===== src/rtl/micromotion_pkg.sv =====
// Shared types and default widths for the micromotion stimulus generator.
package micromotion_pkg;

  localparam int unsigned DefDataSize  = 8;
  localparam int unsigned DefCountSize = 32;

  typedef enum logic [0:0] {StIdle, StRun} state_e;

endpackage


===== src/rtl/micromotion_stim_gen.sv =====
// Square-wave reference (c_ch2) plus phase-delayed synthetic photon pulse (c_ch1),
// with pulse counting, graceful stop and quota-based completion.
module micromotion_stim_gen
  import micromotion_pkg::*;
#(
  parameter int unsigned DATASIZE  = DefDataSize,
  parameter int unsigned COUNTSIZE = DefCountSize,
  parameter int unsigned PULSE_W   = 2
) (
  input  logic                 c_clk,
  input  logic                 c_rst,
  input  logic                 c_start,
  input  logic                 c_stop,
  input  logic [DATASIZE-1:0]  c_period,
  input  logic [DATASIZE-1:0]  c_high,
  input  logic [DATASIZE-1:0]  c_phase,
  input  logic [COUNTSIZE-1:0] c_num_pulses,
  output logic                 c_ch2,
  output logic                 c_ch1,
  output logic                 c_busy,
  output logic                 c_done,
  output logic                 c_err,
  output logic [COUNTSIZE-1:0] c_pulse_count
);

  state_e               state_q, state_d;
  logic [DATASIZE-1:0]  period_q, period_d, high_q, high_d, phase_q, phase_d, p_q, p_d;
  logic [COUNTSIZE-1:0] num_q, num_d, count_q, count_d;
  logic                 stop_q, stop_d, ch1_q, ch1_d, ch2_q, ch2_d;
  logic                 done_q, done_d, err_q, err_d;
  logic                 run_d, allow, wrap, halt, cfg_ok, win;
  logic [DATASIZE:0]    win_end;

  always_comb begin
    state_d  = state_q;
    period_d = period_q;
    high_d   = high_q;
    phase_d  = phase_q;
    num_d    = num_q;
    p_d      = p_q;
    count_d  = count_q;
    stop_d   = stop_q;
    ch1_d    = 1'b0;
    ch2_d    = 1'b0;
    done_d   = 1'b0;
    err_d    = 1'b0;
    run_d    = 1'b0;
    allow    = 1'b1;

    cfg_ok = (c_period >= DATASIZE'(2)) && (c_high != '0) && (c_high < c_period);
    wrap   = (p_q == period_q - DATASIZE'(1));
    halt   = stop_q | c_stop | ((num_q != '0) && (count_q == num_q));

    unique case (state_q)
      StIdle: begin
        if (c_start) begin
          if (cfg_ok) begin
            period_d = c_period;
            high_d   = c_high;
            phase_d  = c_phase;
            num_d    = c_num_pulses;
            p_d      = '0;
            count_d  = '0;
            stop_d   = 1'b0;  // a stop arriving with the start is discarded
            state_d  = StRun;
            run_d    = 1'b1;
          end else begin
            err_d = 1'b1;
          end
        end
      end
      StRun: begin
        if (wrap && halt) begin
          state_d = StIdle;
          done_d  = 1'b1;
          stop_d  = 1'b0;
          p_d     = '0;
        end else begin
          run_d  = 1'b1;
          p_d    = wrap ? '0 : p_q + DATASIZE'(1);
          stop_d = stop_q | c_stop;
          allow  = ~halt;
        end
      end
      default: state_d = StIdle;
    endcase

    // Window end is one bit wider so phase+PULSE_W never wraps.
    win_end = {1'b0, phase_d} + (DATASIZE+1)'(PULSE_W);
    win     = (phase_d < period_d) && (p_d >= phase_d) && ({1'b0, p_d} < win_end);

    if (run_d) begin
      ch2_d = (p_d < high_d);
      // A pulse may only begin at p==phase; later window cycles just continue it.
      ch1_d = win && ((p_d == phase_d) ? allow : ch1_q);
      if (ch1_d && !ch1_q && (count_d != '1)) begin
        count_d = count_d + COUNTSIZE'(1);
      end
    end
  end

  always_ff @(posedge c_clk or posedge c_rst) begin
    if (c_rst) begin
      state_q  <= StIdle;
      period_q <= '0;
      high_q   <= '0;
      phase_q  <= '0;
      num_q    <= '0;
      p_q      <= '0;
      count_q  <= '0;
      stop_q   <= 1'b0;
      ch1_q    <= 1'b0;
      ch2_q    <= 1'b0;
      done_q   <= 1'b0;
      err_q    <= 1'b0;
    end else begin
      state_q  <= state_d;
      period_q <= period_d;
      high_q   <= high_d;
      phase_q  <= phase_d;
      num_q    <= num_d;
      p_q      <= p_d;
      count_q  <= count_d;
      stop_q   <= stop_d;
      ch1_q    <= ch1_d;
      ch2_q    <= ch2_d;
      done_q   <= done_d;
      err_q    <= err_d;
    end
  end

  assign c_ch1         = ch1_q;
  assign c_ch2         = ch2_q;
  assign c_busy        = (state_q == StRun);
  assign c_done        = done_q;
  assign c_err         = err_q;
  assign c_pulse_count = count_q;

endmodule


===== config.mk =====
export PLATFORM = sky130hd
export DESIGN_NAME = micromotion_stim_gen
export DESIGN_NICKNAME = d
export VERILOG_FILES = /design/src/rtl/micromotion_pkg.sv /design/src/rtl/micromotion_stim_gen.sv
export SDC_FILE = /design/constraint.sdc
export NUM_CORES = 1
export LEC_CHECK = 0
export ABC_CLOCK_PERIOD_IN_PS = 5700
export CAP_MARGIN = 20
export CORE_MARGIN = 3
export CORE_UTILIZATION = 55
export DETAILED_ROUTE_END_ITERATION = 8
export PLACE_DENSITY = 0.81
export SLEW_MARGIN = 20
export SYNTH_ARGS = -nofsm -noshare
export SYNTH_HDL_FRONTEND = slang
export SYNTH_SLANG_ARGS = --single-unit

===== constraint.sdc =====
create_clock -name c_clk -period 5.7 [get_ports c_clk]
set_input_delay 1.425 -clock c_clk [delete_from_list [all_inputs] [get_ports c_clk]]
set_output_delay 1.425 -clock c_clk [all_outputs]
set_load 0.005 [all_outputs]

After elaboration in Yosys (flattened, before gate mapping) --
Index checks and enable logic that the tools add are counted.
Cells by class: mux-type cells 37, $lt $le $gt $ge 6, bitwise gates (word level) 4, reduce and logical (&&, ||, !) cells 14, add/subtract/negate cells 4, equality and inequality tests 6
Operators with widths (count):
- 2-to-1 mux 32 bit | 5
- 2-to-1 mux 8 bit | 13
- adder 32 x 1 -> 32 bit, second input constant | 1
- == test 32 bit | 1
- != test 32 bit, second input constant | 1
- nonzero test 32 bit | 1
- < comparator 8 bit | 3
- == test 8 bit | 2
- 2-to-1 mux 1 bit | 16
- one-hot mux 8 bit (2 select lines) | 1
- adder 8 x 2 -> 9 bit, second input constant | 1
- logical AND 1 bit | 9
- < comparator 8 x 9 -> 1 bit | 1
- adder 8 x 1 -> 8 bit, second input constant | 1
- >= comparator 8 x 2 -> 1 bit, second input constant | 1
- >= comparator 8 bit | 1
- nonzero test 8 bit | 1
- subtractor 8 x 1 -> 8 bit, second input constant | 1
- != test 2 bit, second input constant | 2
- one-hot mux 1 bit (2 select lines) | 2
- AND reduction 3 bit | 1
- NOT 1 bit | 2
- OR 1 bit | 2
- AND reduction 2 bit | 1
- logical NOT 1 bit | 1
Storage, ports and cells: input port bits 60, register bits 102, output and inout bits 37

Depth between registers and ports, before layout --
Gate-level depths: netlist of run 1.
depth in word-level cells 14, gate-level depth with buffers 25

Worst setup path before layout of run 1 --
Ideal clock, no wire load.
path kind input -> register, from in c_period[5], to reg count_q[14] (netlist: c_pulse_count[14]), path slack -0.210 ns, required time 5.634 ns, setup time 0.066 ns, arrival time 5.844 ns, cell stages on the path 22, cell sequence inv_1 ha_1 a211oi_1 nor2_1 a211o_1 nor2_1 buf_2 clkbuf_1 buf_1 nand2_1 nand2_1 ha_1 nand4b_1 nor2_1 nor2_1 or4b_1 a2111o_1 nand3b_4 buf_6 buf_6 or4_1 nand2_1
On the way: longest elaborated chain between the ends 14, elaborated cells between the ends (all ways) 34, classes of those cells add/sub (2); order compare (5); eq/ne (2); mux (18); reduce/logical (7)
Ends and longest elaborated chain:
- start, declared | RTL line micromotion_stim_gen.sv:14 | input logic [DATASIZE-1:0] c_period,
- >= comparator 8 x 2 -> 1 bit | RTL line micromotion_stim_gen.sv:50 | cfg_ok = (c_period >= DATASIZE'(2)) && (c_high != '0) && (c_high < c_period);
- logical AND 1 bit | RTL line micromotion_stim_gen.sv:50
- logical AND 1 bit * | RTL line micromotion_stim_gen.sv:50
- 2-to-1 mux 8 bit * | RTL line micromotion_stim_gen.sv:57 | if (cfg_ok) begin
- 2-to-1 mux 8 bit * | RTL line micromotion_stim_gen.sv:56 | if (c_start) begin
- 2-to-1 mux 8 bit * | RTL line micromotion_stim_gen.sv:54 | unique case (state_q)
- via phase_d[1] | RTL line micromotion_stim_gen.sv:27 | logic [DATASIZE-1:0] period_q, period_d, high_q, high_d, phase_q, phase_d, p_q, p_d;
- adder 8 x 2 -> 9 bit (tied with other cells) | RTL line micromotion_stim_gen.sv:89 | win_end = {1'b0, phase_d} + (DATASIZE+1)'(PULSE_W);
- < comparator 8 x 9 -> 1 bit or logical AND 1 bit (tied branches) | RTL line micromotion_stim_gen.sv:90 | win = (phase_d < period_d) && (p_d >= phase_d) && ({1'b0, p_d} < win_end);
- logical AND 1 bit | RTL line micromotion_stim_gen.sv:90
- logical AND 1 bit * | RTL line micromotion_stim_gen.sv:95 | ch1_d = win && ((p_d == phase_d) ? allow : ch1_q);
- logical AND 1 bit * (2 in a row) | RTL line micromotion_stim_gen.sv:96 | if (ch1_d && !ch1_q && (count_d != '1)) begin
- 2-to-1 mux 32 bit * | RTL line micromotion_stim_gen.sv:96
- 2-to-1 mux 32 bit * | RTL line micromotion_stim_gen.sv:92 | if (run_d) begin
- via count_d[14] | RTL line micromotion_stim_gen.sv:28 | logic [COUNTSIZE-1:0] num_q, num_d, count_q, count_d;
- end signal, assigned | RTL line micromotion_stim_gen.sv:123 | count_q <= count_d;
- end, declared | RTL line micromotion_stim_gen.sv:28
The timed path passes the listed nets; every way through them passes the cells marked *. A chain may end at the register's enable or synchronous reset.

Worst setup path in the final report of run 1 --
from in c_period[5], to reg count_q[24] (netlist: c_pulse_count[24])
Same word-level chain as after synthesis.

==> impl_metrics.tcl, run 1 <==
set metrics [dict create \
    async_flop_share_pct 100 \
    syn_area_sq_um 6380 \
    fmax_mhz 178 \
    cp.required_ps 5990 \
    cts_tree "done" \
    slew_violations 0 \
    layout.nets 986 \
    die-area_sq_um 12900 \
    htreeDepth 3 \
    worstPathArrival_ps 5910 \
    pwr_density_cell_nw_per_um2 413 \
    setup_ws_ps 75.3 \
    grt_overflow 0 \
    antenna_found_initial 0 \
    synth_cell_type_count 62 \
    grt_pass1_vias 6544 \
    period_needed_ps 5620 \
    initial_core_util_pct 57.6 \
    ant_nets 0 \
    portBuffers 96 \
    critPathCaptureType "register" \
    drv_cap 0 \
    outcome "completed" \
    yosysWarnings 0 \
    synthFlopType "dfrtp_1" \
    synth_edf_count 0 \
    skew_ps 10.2 \
    drt_pass1_iterations 6 \
    vias 6582 \
    cts_sinks 102 \
    dp.cells 996 \
    hp-class "reg2reg" \
    grt_max_degree 81 \
    synth_area_per_cell_sq_um 8.79 \
    p_leak_nw 4.23 \
    yosysSeqAreaShare_pct 40.0 \
    clockRootBuffer "clkbuf_16" \
    peakVddDrop_uv 448 \
    insertion_delay_ps 370 \
    wl_per_cell_microns 21.2 \
    reg2regPathDepth 20 \
    setup_violations 0 \
    grt_pass1_wl_microns 32700 \
    via_per_inst 6.39 \
    final_area_sq_um 8770 \
    die_h_microns 114 \
    place_congestion 0.979 \
    post_dp_cell_area_sq_um 7860 \
    wl_microns 21800 \
    synth_top_cell_by_area "dfrtp_1" \
    fin_crit_sh_pct 98.7 \
    cts_buffer_depth 2 \
    core_area_sq_um 11100 \
    hold_depth 2 \
    synthTopCellsByArea "dfrtp_1, nand2_1, ha_1" \
    crit_type "in2reg" \
    start_kind "input port" \
    placement_rows 38 \
    cts_buffers 9 \
    synth_top_area_share_pct 40.0 \
    synth_cells 726 \
    worst_slew_pin_slew_ps 785 \
    drc_errors 0 \
    fin_cells 1030 \
    holdBufCountCts 0 \
    preCtsSetupSlack_ps -671 \
    crit_fanout 8 \
    slew_headroom_pct 47.2 \
    antennaDiodeCount 0 \
    drt_iter0_drc 773 \
    dieWidth_microns 114 \
    area_growth_pct 37.4 \
    yosys_register_bits 102 \
    dpl.hpwl_microns 14600 \
    clkTransAtPathRegs_ps 70 \
    hold_violations 0 \
    grt_usage_pct 32.2 \
    drive_above_1_share_pct 18.2 \
    top_level_ports 97 \
    synth_fp_nets 826 \
]
what timing repair did:
item	4_1_cts	5_1_grt
buffers inserted	9	5
setup endpoints to repair	32	32
resized for setup	19	65
cloned	4	1
pin swaps	11	22
logic make-up after synthesis:
group | share of synthesized area, %
flip-flops | 40.0
multiplexers | 2.55
buffers and inverters | 4.68
adder cells (fa/ha/maj) | 7.84
XOR/XNOR | 6.58
AND/OR/NAND/NOR | 25.4
AO/OA/AOI/OAI | 13.0
metal layers:
layer | vias to the layer above | routed length, microns | global-route usage [%]
met1 | 3153 | 7920 | 37.2
met4 | 0 | 1440 | 17.5
met5 | - | 0 | 0
met2 | 402 | 10900 | 56.1
li1 | 2905 | - | -
met3 | 122 | 1630 | 6.05
area by class of cell:
| cell class | count | area, sq um |
|---|---|---|
| clock buffers | 11 | 253 |
| clock inverters | 4 | 55.1 |
| fillers | 722 | 2310 |
| inverters | 44 | 170 |
| multi-input cells | 554 | 3860 |
| flip-flops and latches | 102 | 2550 |
| well taps | 140 | 175 |
| repair buffers | 175 | 1700 |
Yosys cell counts (2+ instances only):
master,instances
nand2_1,140
dfrtp_1,102
inv_1,43
ha_1,40
xor2_1,38
a21oi_1,36
nor2_1,35
o21ai_0,31
nand3_1,27
nor4_1,25
nand4_1,24
or3_1,16
clkbuf_1,15
mux2i_1,14
nor3_1,11
or4_1,11
and3_1,10
xnor2_1,10
o31ai_1,9
a21o_1,7
o211ai_1,7
nand2b_1,6
and2_1,5
buf_1,5
buf_2,5
o2111ai_1,4
a211o_1,3
a211oi_1,3
buf_6,3
o21a_1,3
a31oi_1,2
mux2_2,2
nor3b_1,2
o311a_1,2
or3b_1,2
or4b_2,2
sequential cells by signal (all words and copies together) (netlist names):
name / cells
c_pulse_count: 32
num_q: 32
high_q: 8
p_q: 8
period_q: 8
phase_q: 8
c_busy: 1
c_ch1: 1
c_ch2: 1
c_done: 1
c_err: 1
stop_q: 1
worst max-delay path: stages:
cell and delay (ps):
dlymetal6s2s_1 160, inv_2 80, ha_4 260, a211oi_2 250, nor2_2 70, a211o_1 330
nor2_4 240, buf_12 160, mux2i_4 220, inv_1 90, ha_1 340, a21oi_1 170
nand2_1 80, a21oi_1 150, or4b_1 460, a2111o_1 380, nand3b_4 300, buf_8 220
or3_1 370, a21oi_2 150
stage by stage:
stage                     total power [W]  utilization [%]  TNS [ps]  hold WS [ps]
after detailed placement          0.00270             71.0    -17510           465
after CTS                         0.00347             76.2     -6.34           492
after global routing              0.00385             79.2     -2130           540
after global placement            0.00259             71.0    -12780           459
final                             0.00362             79.2         0           507
after floorplan                   0.00212                -         0           434
layout by cell type, fill, tap and decap left out, drive strengths merged, types with 3 or more instances in the layout:
master / n
a211o: 3
a211oi: 3
a21o: 7
a21oi: 36
and2: 5
and3: 10
buf: 77
clkbuf: 12
clkdlybuf4s50: 80
dfrtp: 102
dlymetal6s2s: 16
ha: 40
inv: 45
mux2i: 14
nand2: 140
nand2b: 7
nand3: 27
nand3b: 4
nand4: 24
nor2: 36
nor3: 11
nor4: 26
o2111ai: 4
o211ai: 7
o21a: 3
o21ai: 33
o31ai: 9
or3: 16
or4: 11
or4b: 3
xnor2: 10
xor2: 38
report_power, final:
part / internal, W / switching (W)
Clock: 0.000365 / 0.000281
Sequential: 0.000960 / 0.000280
Combinational: 0.000839 / 0.000900
path summary, 6_finish.rpt:
path	from	slack [ps]	end
setup / recovery	c_period[5]	80	c_pulse_count[24]$_DFF_PP0_
hold / removal	high_q[5]$_DFF_PP0_	510	high_q[5]$_DFF_PP0_
setup reg to reg	period_q[0]$_DFF_PP0_	260	c_pulse_count[24]$_DFF_PP0_
hold reg to reg	high_q[5]$_DFF_PP0_	510	high_q[5]$_DFF_PP0_
max in group asynchronous	c_rst	3360	p_q[0]$_DFF_PP0_
min in group asynchronous	c_rst	1560	c_done$_DFF_PP0_
Power figures use the tool's default switching activity.
==> inputs of run 2 (changes only) <==
Settings changed: CTS_BUF_LIST set to sky130_fd_sc_hd__clkbuf_16, SKIP_LAST_GASP set to 1.
==> run 2 against run 1 <==
Net effect:
- the flow now finishes with violations (negative setup slack)
- core utilization rose by 0.56 points
- sequential share of layout area fell by 0.21 points
- worst setup slack got worse by 86 ps
- maximum frequency fell by 1.5%
==> impl_metrics.tcl, run 2 (synthesized netlist as in run 1, its figures left out) <==
set metrics [dict create \
    critPathCaptureType "register" \
    skew_ps 11.2 \
    crit_fanout 6 \
    reg2regPathDepth 21 \
    die_h_microns 114 \
    hp-class "reg2reg" \
    period_needed_ps 5710 \
    clkTransAtPathRegs_ps 70 \
    wl_per_cell_microns 21.9 \
    insertion_delay_ps 360 \
    grt_overflow 0 \
    p_leak_nw 4.25 \
    drv_cap 0 \
    violations "negative setup slack" \
    top_level_ports 97 \
    cts_tree "done" \
    via_per_inst 6.51 \
    cts_sinks 102 \
    final_common_cell "nand2_1" \
    placement_rows 38 \
    hold_violations 0 \
    htreeDepth 3 \
    wl_microns 22700 \
    clockRootBuffer "clkbuf_16" \
    cp.required_ps 5980 \
    hold_ws_ps 522 \
    crit_type "in2reg" \
    grt_pass1_wl_microns 32500 \
    place_congestion 0.979 \
    final_cell_mix "nand2_1, dfrtp_1, clkdlybuf4s50_1" \
    drt_iter0_drc 932 \
    worstPathArrival_ps 5990 \
    antenna_found_initial 0 \
    dpl.hpwl_microns 14600 \
    outcome "complete, but fails checks" \
    drc_errors 0 \
    final_area_sq_um 8830 \
    cts_buffer_depth 2 \
    hold_depth 2 \
    antennaDiodeCount 0 \
    grt_max_degree 81 \
    fin_crit_sh_pct 100 \
    slew_violations 0 \
    pwr_density_cell_nw_per_um2 414 \
    portBuffers 96 \
    setup_violations 1 \
    preCtsSetupSlack_ps -671 \
    ant_nets 0 \
    drive_above_1_share_pct 19.2 \
    finalPower_w 0.00365 \
    layout.nets 991 \
    setup-tns-final_ps -10.8 \
    cts_buffers 9 \
    slew_headroom_pct 50.3 \
    fillers 681 \
    initial_core_util_pct 57.6 \
    grt_pass1_vias 6501 \
    area_growth_pct 38.3 \
    dieWidth_microns 114 \
    peakVddDrop_uv 424 \
    worst_slew_pin_slew_ps 745 \
    core_area_sq_um 11100 \
    vias 6735 \
    drt_pass1_iterations 6 \
    fmax_mhz 175 \
    grt_usage_pct 32.0 \
    holdBufCountCts 0 \
    start_kind "input port" \
    setup_ws_ps -10.8 \
    die-area_sq_um 12900 \
    post_dp_cell_area_sq_um 7860 \
]
[run 2: cell type report]
type                    instances  area (sq um)  share of cell area [%]
clock buffers                   9           225                    2.55
clock inverters                 6          62.6                   0.708
inverters                      44           170                    1.93
multi-input cells             555          3930                    44.5
flip-flops and latches        102          2550                    28.9
well taps                     140           175                    1.98
repair buffers                179          1720                    19.4
[run 2: stage by stage]
stage	util, %	cells
floorplan	-	726
global placement	71.0	996
detailed placement	71.0	996
CTS	75.8	1021
global route	79.7	1035
finish	79.7	1035
[run 2: critical path: stages]
cell            delay [ps]
dlymetal6s2s_1         150
inv_2                   80
ha_4                   210
a211oi_4               300
nor2_4                  80
a211o_1                300
nor2_4                 160
buf_12                 140
mux2i_4                240
inv_1                   90
ha_1                   350
a21oi_1                230
nand2_1                110
a21oi_1                170
or4b_1                 460
a2111o_1               450
nand3b_4               290
buf_12                 210
or3_1                  350
a21oi_1                170
[run 2: what timing repair did]
item,4_1_cts,5_1_grt
setup endpoints to repair,32,32
gates resized for setup,29,73
gates cloned,3,3
pin swaps,16,26
setup buffers,7,11
[run 2: metal layers]
metal / vias up / global-route usage (%) / wire length (microns) / share of wire, %
li1: 2913 / - / - / -
met1: 3191 / 37.5 / 8050 / 36
met2: 489 / 55.3 / 11000 / 49
met3: 142 / 6.53 / 1990 / 8.8
met4: 0 / 16.6 / 1580 / 7.0
met5: - / 0 / 0 / 0
[run 2: path summary, 6_finish.rpt]
check,end,startpoint,slack (ps)
setup / recovery,c_pulse_count[28]$_DFF_PP0_,c_period[5],-10
hold / removal,high_q[1]$_DFF_PP0_,high_q[1]$_DFF_PP0_,520
setup reg to reg,c_pulse_count[28]$_DFF_PP0_,period_q[0]$_DFF_PP0_,140
hold reg to reg,high_q[1]$_DFF_PP0_,high_q[1]$_DFF_PP0_,520
max in group asynchronous,high_q[0]$_DFF_PP0_,c_rst,3340
min in group asynchronous,num_q[13]$_DFFE_PP0P_,c_rst,1570
[run 2: power by group]
group,total (W),internal [W],switching (W),leakage (nW)
Clock,0.000625,0.000338,0.000286,0.142
Sequential,0.00125,0.000960,0.000288,1.33
Combinational,0.00178,0.000846,0.000936,2.78
==> inputs of run 3 (changes only) <==
Settings changed: CORE_MARGIN 3 to 8.
==> run 3 against run 2 <==
Net effect:
- the flow now finishes without violations
- cell area increased by 0.85%
- sequential cell count unchanged
- critical path type unchanged
- non-clock buffer count increased by 8
- core utilization decreased by 1.4 points
==> impl_metrics.tcl, run 3 (synthesized netlist as in run 1, its figures left out) <==
set metrics [dict create \
    r2r-start "period_q[0]$_DFF_PP0_" \
    p_leak_nw 4.25 \
    worst_slew_pin_slew_ps 884 \
    grt_pass1_wl_microns 32700 \
    dieWidth_microns 124 \
    top_level_ports 97 \
    drc_errors 0 \
    cts_buffer_depth 2 \
    grt_overflow 0 \
    critPathMaxStageDelay_ps 460 \
    start_kind "input port" \
    clockRootBuffer "clkbuf_16" \
    antennaDiodeCount 0 \
    via_per_inst 6.14 \
    pwr_density_cell_nw_per_um2 417 \
    fin_crit_sh_pct 97.3 \
    portBuffers 96 \
    htreeDepth 3 \
    grt_pass1_vias 6496 \
    critPathTopFamily "simple AND/OR/NAND/NOR gates" \
    clkTransAtPathRegs_ps 70 \
    fmax_mhz 180 \
    placement_rows 39 \
    core_area_sq_um 11400 \
    initial_core_util_pct 56.2 \
    cp_slowest_cell "or4_1" \
    hold_violations 0 \
    hp-start "high_q[0]$_DFF_PP0_" \
    period_needed_ps 5550 \
    die-area_sq_um 15300 \
    finalPower_w 0.00371 \
    ant_nets 0 \
    final_cell_mix "nand2_1, dfrtp_1, clkdlybuf4s50_1" \
    path_buf_inv 6 \
    peakVddDrop_uv 363 \
    layout.nets 999 \
    cts_tree "done" \
    drt_iter0_drc 701 \
    crit_type "in2reg" \
    drive_above_1_share_pct 20.6 \
    crit_chain "dlygate4sd2_1, inv_1, ha_2, o21a_1, nor2_2, buf_4, o311ai_4, buf_6, or2_4, clkbuf_16, nor2_1, a21oi_2, ha_4, nand3_1, a21oi_1, a21oi_1, or4b_1, a2111o_1, nand3b_4, buf_6, or4_1, nand2_1" \
    antenna_found_initial 0 \
    worstPathArrival_ps 5850 \
    slew_headroom_pct 41.1 \
    critPathCaptureType "register" \
    setup_violations 0 \
    fin_cells 1047 \
    cts_buffers 9 \
    post_dp_cell_area_sq_um 7930 \
    place_congestion 0.933 \
    final_area_sq_um 8910 \
    hold_ws_ps 483 \
    dp.cells 1006 \
    cp.required_ps 6000 \
    grt_usage_pct 27.3 \
    slew_violations 0 \
    outcome "completed" \
    hp-class "reg2reg" \
    grt_max_degree 70 \
    crit_fanout 8 \
    area_growth_pct 39.5 \
    skew_ps 11.7 \
    drv_cap 0 \
    wl_microns 21000 \
    insertion_delay_ps 370 \
    cts_sinks 102 \
    wl_per_cell_microns 20.0 \
    die_h_microns 124 \
    final_common_cell "nand2_1" \
    drt_pass1_iterations 5 \
    crit_path_start "c_period[2]" \
    post-route-util_pct 78.3 \
    dpl.hpwl_microns 15000 \
    vias 6429 \
]
[run 3: cell count changes in the layout (fill, tap and decap cells not counted), moves of 3 or more]
cell / before / now
dlymetal6s2s_1: 16 / 13
inv_1: 36 / 33
ha_4: 7 / 11
a21oi_2: 10 / 7
inv_2: 7 / 10
ha_1: 31 / 26
or4_1: 6 / 9
or4_4: 5 / 2
buf_4: 71 / 75
mux2i_4: 1 / 4
nor2_2: 5 / 8
dlygate4sd2_1: 0 / 3
[run 3: metrics by stage]
step                setup WS, ps  setup TNS (ps)
global placement            -538          -14070
finish                       155               0
CTS                        0.920               0
global route               -22.5            -174
floorplan                   19.0               0
detailed placement          -628          -16840
[run 3: cell type report]
class	instances	area, sq um
Timing Repair Buffer	187	1760
Multi-Input combinational cell	555	3950
Tap cell	143	179
Inverter	44	168
Sequential cell	102	2550
Fill cell	743	2460
Clock inverter	7	68.8
Clock buffer	9	225
[run 3: where the power goes]
group | internal (W) | total [W] | switching (W)
clock | 0.000308 | 0.000617 | 0.000309
combinational | 0.000930 | 0.00185 | 0.000924
sequential | 0.000960 | 0.00124 | 0.000284
[run 3: routing by layer]
metal	GRT usage, %	vias to the layer above	part of all wire (%)	wire length [microns]
li1	-	2938	-	-
met1	31.1	3087	37	7800
met2	48.0	311	51	10600
met3	5.49	93	7.3	1540
met4	13.0	0	4.9	1040
met5	0	-	0	0
[run 3: worst paths after layout]
check | cells after the start | endpoint | slack, ps
min | 2 | high_q[0]$_DFF_PP0_ | 480
max | 22 | c_pulse_count[14]$_DFF_PP0_ | 150
max in group asynchronous | 3 | c_pulse_count[6]$_DFF_PP0_ | 3090
max reg2reg | 21 | c_pulse_count[14]$_DFF_PP0_ | 300
min reg2reg | 2 | high_q[0]$_DFF_PP0_ | 480
min in group asynchronous | 2 | c_err$_DFF_PP0_ | 1590
[run 3: worst reg2reg max path: stages, from the launching register on]
cell,delay (ps)
dfrtp_1,430
inv_1,130
ha_1,200
or3b_1,410
nor4_1,260
o2111ai_1,180
a311oi_2,340
nand2b_1,180
buf_4,190
nor2_1,60
o21ai_0,130
o21ai_1,150
ha_4,300
nand4_1,180
nor2_2,190
nor2_1,50
or4b_1,520
a2111o_1,450
nand3b_4,260
buf_6,180
or4_1,460
nand2_1,80
[run 3: repair_timing]
item,CTS,global route
pin swaps,21,27
setup buffers,8,10
setup endpoints to repair,30,32
hold endpoints to repair,0,0
hold buffers,0,0
cloned,5,2
resized for setup,43,58
